**src/rtl/tl_pkg.sv**
```systemverilog
// -----------------------------------------------------------------------------
// tl_pkg
// Shared definitions for the traffic-light countdown display.
//   - PH_NONE/PH_RED/PH_YEL/PH_GRN : phase encoding used on the phase output
//   - state_t                      : display FSM state
//   - *_SEC_DEF                    : default phase durations in ticks
//   - to_bcd()                     : two-digit BCD of a constant (elaboration only)
// -----------------------------------------------------------------------------
package tl_pkg;

   localparam logic [1:0] PH_NONE = 2'd0;
   localparam logic [1:0] PH_RED  = 2'd1;
   localparam logic [1:0] PH_YEL  = 2'd2;
   localparam logic [1:0] PH_GRN  = 2'd3;

   typedef enum logic [1:0] {
      ST_IDLE  = 2'd0,
      ST_RUN   = 2'd1,
      ST_FAULT = 2'd2
   } state_t;

   localparam int RED_SEC_DEF = 10;
   localparam int YEL_SEC_DEF = 2;
   localparam int GRN_SEC_DEF = 15;

   // Only ever evaluated on parameters, so the divide never reaches hardware.
   // Result is {tens, ones}; valid for 0..99.
   function automatic logic [7:0] to_bcd(input int unsigned v);
      return 8'(((v / 10) << 4) | (v % 10));
   endfunction

endpackage

```
**src/rtl/tl_countdown_disp_if.sv**
```systemverilog
// -----------------------------------------------------------------------------
// tl_countdown_disp_if
// Bundle between the light controller side (master) and the countdown
// display (slave).
//   master drives : r, y, g, tick, clr_fault
//   slave drives  : tens, ones, blank, fault, phase
//                   (+ seg_tens, seg_ones when SEG7_EN is defined)
// Optional feature macro: SEG7_EN
// -----------------------------------------------------------------------------
interface tl_countdown_disp_if;

   logic       r;
   logic       y;
   logic       g;
   logic       tick;
   logic       clr_fault;
   logic [3:0] tens;
   logic [3:0] ones;
   logic       blank;
   logic       fault;
   logic [1:0] phase;
`ifdef SEG7_EN
   logic [6:0] seg_tens;
   logic [6:0] seg_ones;

   modport master (output r, y, g, tick, clr_fault,
                   input  tens, ones, blank, fault, phase, seg_tens, seg_ones);
   modport slave  (input  r, y, g, tick, clr_fault,
                   output tens, ones, blank, fault, phase, seg_tens, seg_ones);
`else
   modport master (output r, y, g, tick, clr_fault,
                   input  tens, ones, blank, fault, phase);
   modport slave  (input  r, y, g, tick, clr_fault,
                   output tens, ones, blank, fault, phase);
`endif

endinterface

```
**src/rtl/bcd_to_seg7.sv**
```systemverilog
// -----------------------------------------------------------------------------
// bcd_to_seg7
// Combinational BCD digit to 7-segment decoder, active-high segments.
//   bcd [3:0] in  : digit 0..9 (10..15 decode to all segments off)
//   seg [6:0] out : seg[6]=a, seg[5]=b, ... seg[0]=g
// Only present when SEG7_EN is defined.
// -----------------------------------------------------------------------------
`ifdef SEG7_EN
module bcd_to_seg7 (
   input  logic [3:0] bcd,
   output logic [6:0] seg
);

   always_comb begin
      seg = 7'h00;
      case (bcd)
         4'd0:    seg = 7'h7E;
         4'd1:    seg = 7'h30;
         4'd2:    seg = 7'h6D;
         4'd3:    seg = 7'h79;
         4'd4:    seg = 7'h33;
         4'd5:    seg = 7'h5B;
         4'd6:    seg = 7'h5F;
         4'd7:    seg = 7'h70;
         4'd8:    seg = 7'h7F;
         4'd9:    seg = 7'h7B;
         default: seg = 7'h00;
      endcase
   end

endmodule
`endif

```
**src/rtl/tl_countdown_disp.sv**
```systemverilog
// -----------------------------------------------------------------------------
// tl_countdown_disp
// Watches the one-hot lamp lines of the traffic-light controller, reloads the
// phase duration on each phase change and counts it down on tick as a
// two-digit BCD display. Illegal lamp patterns or sequences latch a fault
// until clr_fault.
//   clk  in : rising-edge clock
//   rst  in : asynchronous, active-low reset
//   bus     : tl_countdown_disp_if.slave
//             in  r, y, g, tick, clr_fault
//             out tens, ones, blank, fault, phase (all registered)
//             out seg_tens, seg_ones (SEG7_EN only, registered)
// Parameters RED_SEC / YEL_SEC / GRN_SEC: phase durations, 1..99 ticks.
// Optional feature macro: SEG7_EN
// -----------------------------------------------------------------------------
module tl_countdown_disp
   import tl_pkg::*;
#(
   parameter int RED_SEC = RED_SEC_DEF,
   parameter int YEL_SEC = YEL_SEC_DEF,
   parameter int GRN_SEC = GRN_SEC_DEF
) (
   input  logic                clk,
   input  logic                rst,
   tl_countdown_disp_if.slave  bus
);

   localparam logic [7:0] RED_BCD = to_bcd(RED_SEC);
   localparam logic [7:0] YEL_BCD = to_bcd(YEL_SEC);
   localparam logic [7:0] GRN_BCD = to_bcd(GRN_SEC);

   // {illegal, phase}
   function automatic logic [2:0] decode(input logic [2:0] l);
      case (l)
         3'b000:  return {1'b0, PH_NONE};
         3'b100:  return {1'b0, PH_RED};
         3'b010:  return {1'b0, PH_YEL};
         3'b001:  return {1'b0, PH_GRN};
         default: return {1'b1, PH_NONE};
      endcase
   endfunction

   function automatic logic legal_step(input logic [1:0] from, input logic [1:0] to);
      return (to == PH_NONE)
          || (from == PH_NONE && to == PH_RED)
          || (from == PH_RED  && to == PH_YEL)
          || (from == PH_YEL  && to == PH_GRN)
          || (from == PH_GRN  && to == PH_RED);
   endfunction

   function automatic logic [7:0] dur_bcd(input logic [1:0] ph);
      case (ph)
         PH_RED:  return RED_BCD;
         PH_YEL:  return YEL_BCD;
         PH_GRN:  return GRN_BCD;
         default: return 8'h00;
      endcase
   endfunction

   // Saturating BCD decrement: ones borrow from tens, 00 holds.
   function automatic logic [7:0] dec_bcd(input logic [7:0] v);
      if (v[3:0] != 4'd0)      return {v[7:4], v[3:0] - 4'd1};
      else if (v[7:4] != 4'd0) return {v[7:4] - 4'd1, 4'd9};
      else                     return 8'h00;
   endfunction

   logic [2:0] lamps;
   logic [2:0] prev_q;
   logic [2:0] dec_cur;
   logic [2:0] dec_prev;
   logic       chg;
   logic       illegal_ev;

   state_t     state_q,  state_d;
   logic [7:0] digits_q, digits_d;
   logic       blank_q,  blank_d;
   logic       fault_q,  fault_d;
   logic [1:0] phase_q,  phase_d;

   assign lamps    = {bus.r, bus.y, bus.g};
   assign dec_cur  = decode(lamps);
   assign dec_prev = decode(prev_q);
   assign chg      = (lamps != prev_q);

   // A change out of an illegal pattern can only legally go dark.
   assign illegal_ev = dec_cur[2]
                     || (chg && (dec_prev[2] ? (dec_cur[1:0] != PH_NONE)
                                             : !legal_step(dec_prev[1:0], dec_cur[1:0])));

   always_comb begin
      state_d  = state_q;
      digits_d = digits_q;
      blank_d  = blank_q;
      fault_d  = fault_q;
      phase_d  = phase_q;
      if (illegal_ev) begin
         // Fault outranks a simultaneous clr_fault.
         state_d  = ST_FAULT;
         digits_d = 8'h00;
         blank_d  = 1'b1;
         fault_d  = 1'b1;
         phase_d  = PH_NONE;
      end else begin
         case (state_q)
            ST_IDLE: begin
               if (chg && dec_cur[1:0] == PH_RED) begin
                  state_d  = ST_RUN;
                  digits_d = RED_BCD;
                  blank_d  = 1'b0;
                  phase_d  = PH_RED;
               end
            end
            ST_RUN: begin
               if (chg) begin
                  if (dec_cur[1:0] == PH_NONE) begin
                     state_d  = ST_IDLE;
                     digits_d = 8'h00;
                     blank_d  = 1'b1;
                     phase_d  = PH_NONE;
                  end else begin
                     // Load beats a coincident tick.
                     digits_d = dur_bcd(dec_cur[1:0]);
                     blank_d  = 1'b0;
                     phase_d  = dec_cur[1:0];
                  end
               end else if (bus.tick) begin
                  digits_d = dec_bcd(digits_q);
               end
            end
            ST_FAULT: begin
               if (bus.clr_fault) begin
                  state_d  = ST_IDLE;
                  digits_d = 8'h00;
                  blank_d  = 1'b1;
                  fault_d  = 1'b0;
                  phase_d  = PH_NONE;
               end
            end
            default: begin
               state_d  = ST_IDLE;
               digits_d = 8'h00;
               blank_d  = 1'b1;
               fault_d  = 1'b0;
               phase_d  = PH_NONE;
            end
         endcase
      end
   end

   always_ff @(posedge clk or negedge rst) begin
      if (!rst) begin
         prev_q   <= 3'b000;
         state_q  <= ST_IDLE;
         digits_q <= 8'h00;
         blank_q  <= 1'b1;
         fault_q  <= 1'b0;
         phase_q  <= PH_NONE;
      end else begin
         prev_q   <= lamps;
         state_q  <= state_d;
         digits_q <= digits_d;
         blank_q  <= blank_d;
         fault_q  <= fault_d;
         phase_q  <= phase_d;
      end
   end

   assign bus.tens  = digits_q[7:4];
   assign bus.ones  = digits_q[3:0];
   assign bus.blank = blank_q;
   assign bus.fault = fault_q;
   assign bus.phase = phase_q;

`ifdef SEG7_EN
   logic [6:0] seg_tens_n;
   logic [6:0] seg_ones_n;
   logic [6:0] seg_tens_q;
   logic [6:0] seg_ones_q;

   // Decode the next digits so the segments register on the same edge.
   bcd_to_seg7 u_seg_tens (.bcd(digits_d[7:4]), .seg(seg_tens_n));
   bcd_to_seg7 u_seg_ones (.bcd(digits_d[3:0]), .seg(seg_ones_n));

   always_ff @(posedge clk or negedge rst) begin
      if (!rst) begin
         seg_tens_q <= 7'h00;
         seg_ones_q <= 7'h00;
      end else begin
         seg_tens_q <= blank_d ? 7'h00 : seg_tens_n;
         seg_ones_q <= blank_d ? 7'h00 : seg_ones_n;
      end
   end

   assign bus.seg_tens = seg_tens_q;
   assign bus.seg_ones = seg_ones_q;
`endif

endmodule
```
**src/flat_wrapper.sv**
```systemverilog
// flat-port wrapper written by rule: the top's interface ports become plain ports
module tl_countdown_disp_flat import tl_pkg::*;
#(
   parameter int RED_SEC = RED_SEC_DEF,
   parameter int YEL_SEC = YEL_SEC_DEF,
   parameter int GRN_SEC = GRN_SEC_DEF
)
  (clk, rst, bus_r, bus_y, bus_g, bus_tick, bus_clr_fault, bus_tens, bus_ones, bus_blank, bus_fault, bus_phase);
  tl_countdown_disp_if bus_i ();
  input  logic clk;
  input  logic rst;
  input wire logic [$bits(bus_i.r)-1:0] bus_r;
  input wire logic [$bits(bus_i.y)-1:0] bus_y;
  input wire logic [$bits(bus_i.g)-1:0] bus_g;
  input wire logic [$bits(bus_i.tick)-1:0] bus_tick;
  input wire logic [$bits(bus_i.clr_fault)-1:0] bus_clr_fault;
  output wire logic [$bits(bus_i.tens)-1:0] bus_tens;
  output wire logic [$bits(bus_i.ones)-1:0] bus_ones;
  output wire logic [$bits(bus_i.blank)-1:0] bus_blank;
  output wire logic [$bits(bus_i.fault)-1:0] bus_fault;
  output wire logic [$bits(bus_i.phase)-1:0] bus_phase;
  assign bus_i.r = bus_r;
  assign bus_i.y = bus_y;
  assign bus_i.g = bus_g;
  assign bus_i.tick = bus_tick;
  assign bus_i.clr_fault = bus_clr_fault;
  assign bus_tens = bus_i.tens;
  assign bus_ones = bus_i.ones;
  assign bus_blank = bus_i.blank;
  assign bus_fault = bus_i.fault;
  assign bus_phase = bus_i.phase;
  tl_countdown_disp #(.RED_SEC(RED_SEC), .YEL_SEC(YEL_SEC), .GRN_SEC(GRN_SEC)) u_core (.clk(clk), .rst(rst), .bus(bus_i));
endmodule
```
**config.mk**
```make
export PLATFORM = sky130hd
export DESIGN_NAME = tl_countdown_disp_flat
export DESIGN_NICKNAME = d
export VERILOG_FILES = /design/src/rtl/tl_pkg.sv /design/src/rtl/tl_countdown_disp_if.sv /design/src/rtl/bcd_to_seg7.sv /design/src/rtl/tl_countdown_disp.sv /design/src/flat_wrapper.sv
export SDC_FILE = /design/constraint.sdc
export NUM_CORES = 1
export LEC_CHECK = 0
export BUFFER_PORTS_ARGS = -buffer_cell sky130_fd_sc_hd__buf_2
export CAP_MARGIN = 20
export CORE_UTILIZATION = 50
export CTS_CLUSTER_DIAMETER = 30
export DETAILED_ROUTE_END_ITERATION = 6
export PLACE_DENSITY = 0.7
export SLEW_MARGIN = 25
export SYNTH_ARGS = -nofsm -noshare
export SYNTH_HDL_FRONTEND = slang
export SYNTH_SLANG_ARGS = --single-unit
```
**constraint.sdc**
```tcl
create_clock -name clk -period 2.8 [get_ports clk]
set_input_delay 0.84 -clock clk [delete_from_list [all_inputs] [get_ports clk]]
set_output_delay 0.84 -clock clk [all_outputs]
set_load 0.005 [all_outputs]
```
==> run metrics <==
CP Class input port to flop; count leader, synth dfrtp_1; Placer Congestion approximately 0.87; clk_skew 0.001109 ns; crit path DAT 2.60 ns; Mapped Cells approximately 130; drt total wl 2459 um; die footprint between 2000 and 3000 um^2; period utilization 85.19%; largest net degree at the start of global routing 18; Synth area leader dfrtp_1; Crit Path Max Fanout 9; die height 50.48 um; power per cell area between 300 and 400 nW/um^2; first-pass GRT wire length 4084 um; GRT overflow 0; crit-path cells buf_2, or4_4, a2111oi_4, a211oi_1, or3_4, nor2b_4, a221oi_2; post-DP HPWL ~1800 um; Max stage delay cell, worst path or4_4; syn nets approximately 140; PortBufs 18; drt first pass iters 4; Ys Warns 0; Via density about 5.8; top cells by area, synth dfrtp_1 (34%), ha_1 (4.3%), nand2_1 (3.8%); Peak supply drop around 230 uV; I/O pin cnt 19; Mapped Area about 1200 um^2; total global-route track usage between 20% and 30%; top_reg_cell synth dfrtp_1; n_diodes 0; Core Footprint roughly 2200 um^2; syn_area_per_cell 9.251 um^2; Critical Path Max Stage Delay around 0.50 ns; CTS clock-pin slew for the worst setup and hold paths ~0.11 ns; CP endpoint kind flop; final setup margin 0.4146 ns; Seq/Total Area, Yosys around 36%; Synth async-reset ratio 100.0%; vias in the first global route between 900 and 1000; CTS tree done; Slew Limit Fails 0; setup tns final 0 ns; post-cts sizing count 0; clk buf depth 2; row count 17; # setup viols final 0; total CTS buffers 3; Lkg Pwr slightly below 0.6 nW; clk sinks 17; Max-cap violations 0; Via Count between 1000 and 1500; Remaining DRCs 0; Final ANT Viol Nets 0; Setup Fix Bufs, Post-CTS 0; DR iter-0 viols 10; worst skew pair latency 0.30 ns; # hold bufs at CTS 0; Die W slightly above 50 um; synthesized flop and latch total 17; H-Tree Depth 1; Hold WC Path Type input port to asynchronous set/reset pin; Synth cell types 45; layout cells sized above 1 25.50%; worst slew pin tran between 0.5 and 0.6 ns; final hold vios 0; fmax ~0.42 GHz; top-area cell type share of the netlist area 34.08%; Fill cells around 200; Post-synth top cells dfrtp_1 (16), nand2_1 (12), nor2_1 (10); slew margin rel. between 60% and 70%; Tmin final about 2.4 ns; Post-synth EDFFs 0; nets approximately 160; initial antenna violation count 0; Setup WS pre-CTS ~0.095 ns; Starting Density 53.11%; RSZ-0062 raised after global routing no; Layout area overhead 13.63%; CTS root buf clkbuf_4; Data required, critical path 3.02 ns; routed len/inst 13.89 um; crit start category input port; status completed
## state kept, by name (all words and copies together) (netlist names)
register / cells
u_core.digits_q: 8
u_core.prev_q: 3
u_core.bus.phase: 2
u_core.state_q: 2
u_core.bus.blank: 1
u_core.bus.fault: 1
## final cells by class
type                       instances  area (um^2)  area share [%]
clock inverter                     1        5.005          0.3749
tap                               28        35.03           2.624
inverter                           5        18.77           1.406
timing repair buffer              24        135.1           10.12
clock buffer                       3        22.52           1.687
sequential                        17        426.7           31.96
multi-input combinational         99        691.9           51.83
## cell families after synthesis
| kind of cell | count (synthesis) | synth area share [%] |
|---|---|---|
| muxes | 1 | 0.9584 |
| xor gates and xnor gates | 5 | 3.728 |
| AOI/OAI and AO/OA | 39 | 25.45 |
| buffers and inverters | 11 | 4.792 |
| adders and majority gates | 5 | 5.112 |
| DFF | 17 | 36.32 |
| and+or+nand+nor | 49 | 23.64 |
## critical path, delay by kind of cell
family,cells,cell delay [ns]
simple gates,3,0.99
compound gates,3,0.62
buf+inv,1,0.16
## final timing paths
check,from,to,slack (ns),depth (start not counted)
setup / recovery,bus_y,u_core.digits_q[0],0.41,7
hold / removal,rst,u_core.digits_q[2],0.45,1
setup reg to reg,u_core.prev_q[1],u_core.digits_q[0],0.53,6
hold reg to reg,u_core.bus.fault,u_core.bus.fault,0.49,1
max in group asynchronous,rst,u_core.bus.blank,2.02,1
min in group clk,u_core.bus.fault,u_core.bus.fault,0.49,1
## per-stage QoR
stage	power (mW)	util [%]	cell area [um^2]	hold slack, ns	cells
after global placement	0.3687	59.11	1308	0.4628	173
after CTS	0.5119	60.35	1335	0.4545	177
final	0.5075	60.35	1335	0.4524	177
after global routing	0.5320	60.35	1335	0.4669	177
after floorplan	0.3377	-	1175	0.4740	127
after detailed placement	0.3714	59.11	1308	0.4657	173
## layout by cell type (no fill, tap or decap), types with 4 or more instances in the layout
cell	netlist	routed
dfrtp_1	16	16
o21ai_0	4	4
nor2_1	10	10
ha_1	4	4
buf_4	1	6
a21o_1	4	4
inv_1	5	5
buf_2	3	18
o31ai_1	5	5
o21ai_1	8	8
nand3_1	6	6
nand2_1	12	12
a21oi_1	5	5
nand2b_1	4	4
## where the power goes
| part | internal [mW] | switching [mW] | leakage, nW |
|---|---|---|---|
| Clock | 0.0534 | 0.0872 | 0.0177 |
| Combinational | 0.0436 | 0.0600 | 0.349 |
| Sequential | 0.253 | 0.0106 | 0.218 |
## routing by layer
layer | vias to the layer above | GRT usage (%) | wire length [um]
met5 | - | 0 | 0
met4 | 0 | 10.65 | 32
met3 | 3 | 3.939 | 61
met2 | 14 | 37.11 | 1222
met1 | 501 | 25.43 | 1143
li1 | 505 | - | -
Power figures use the tool's default switching activity.
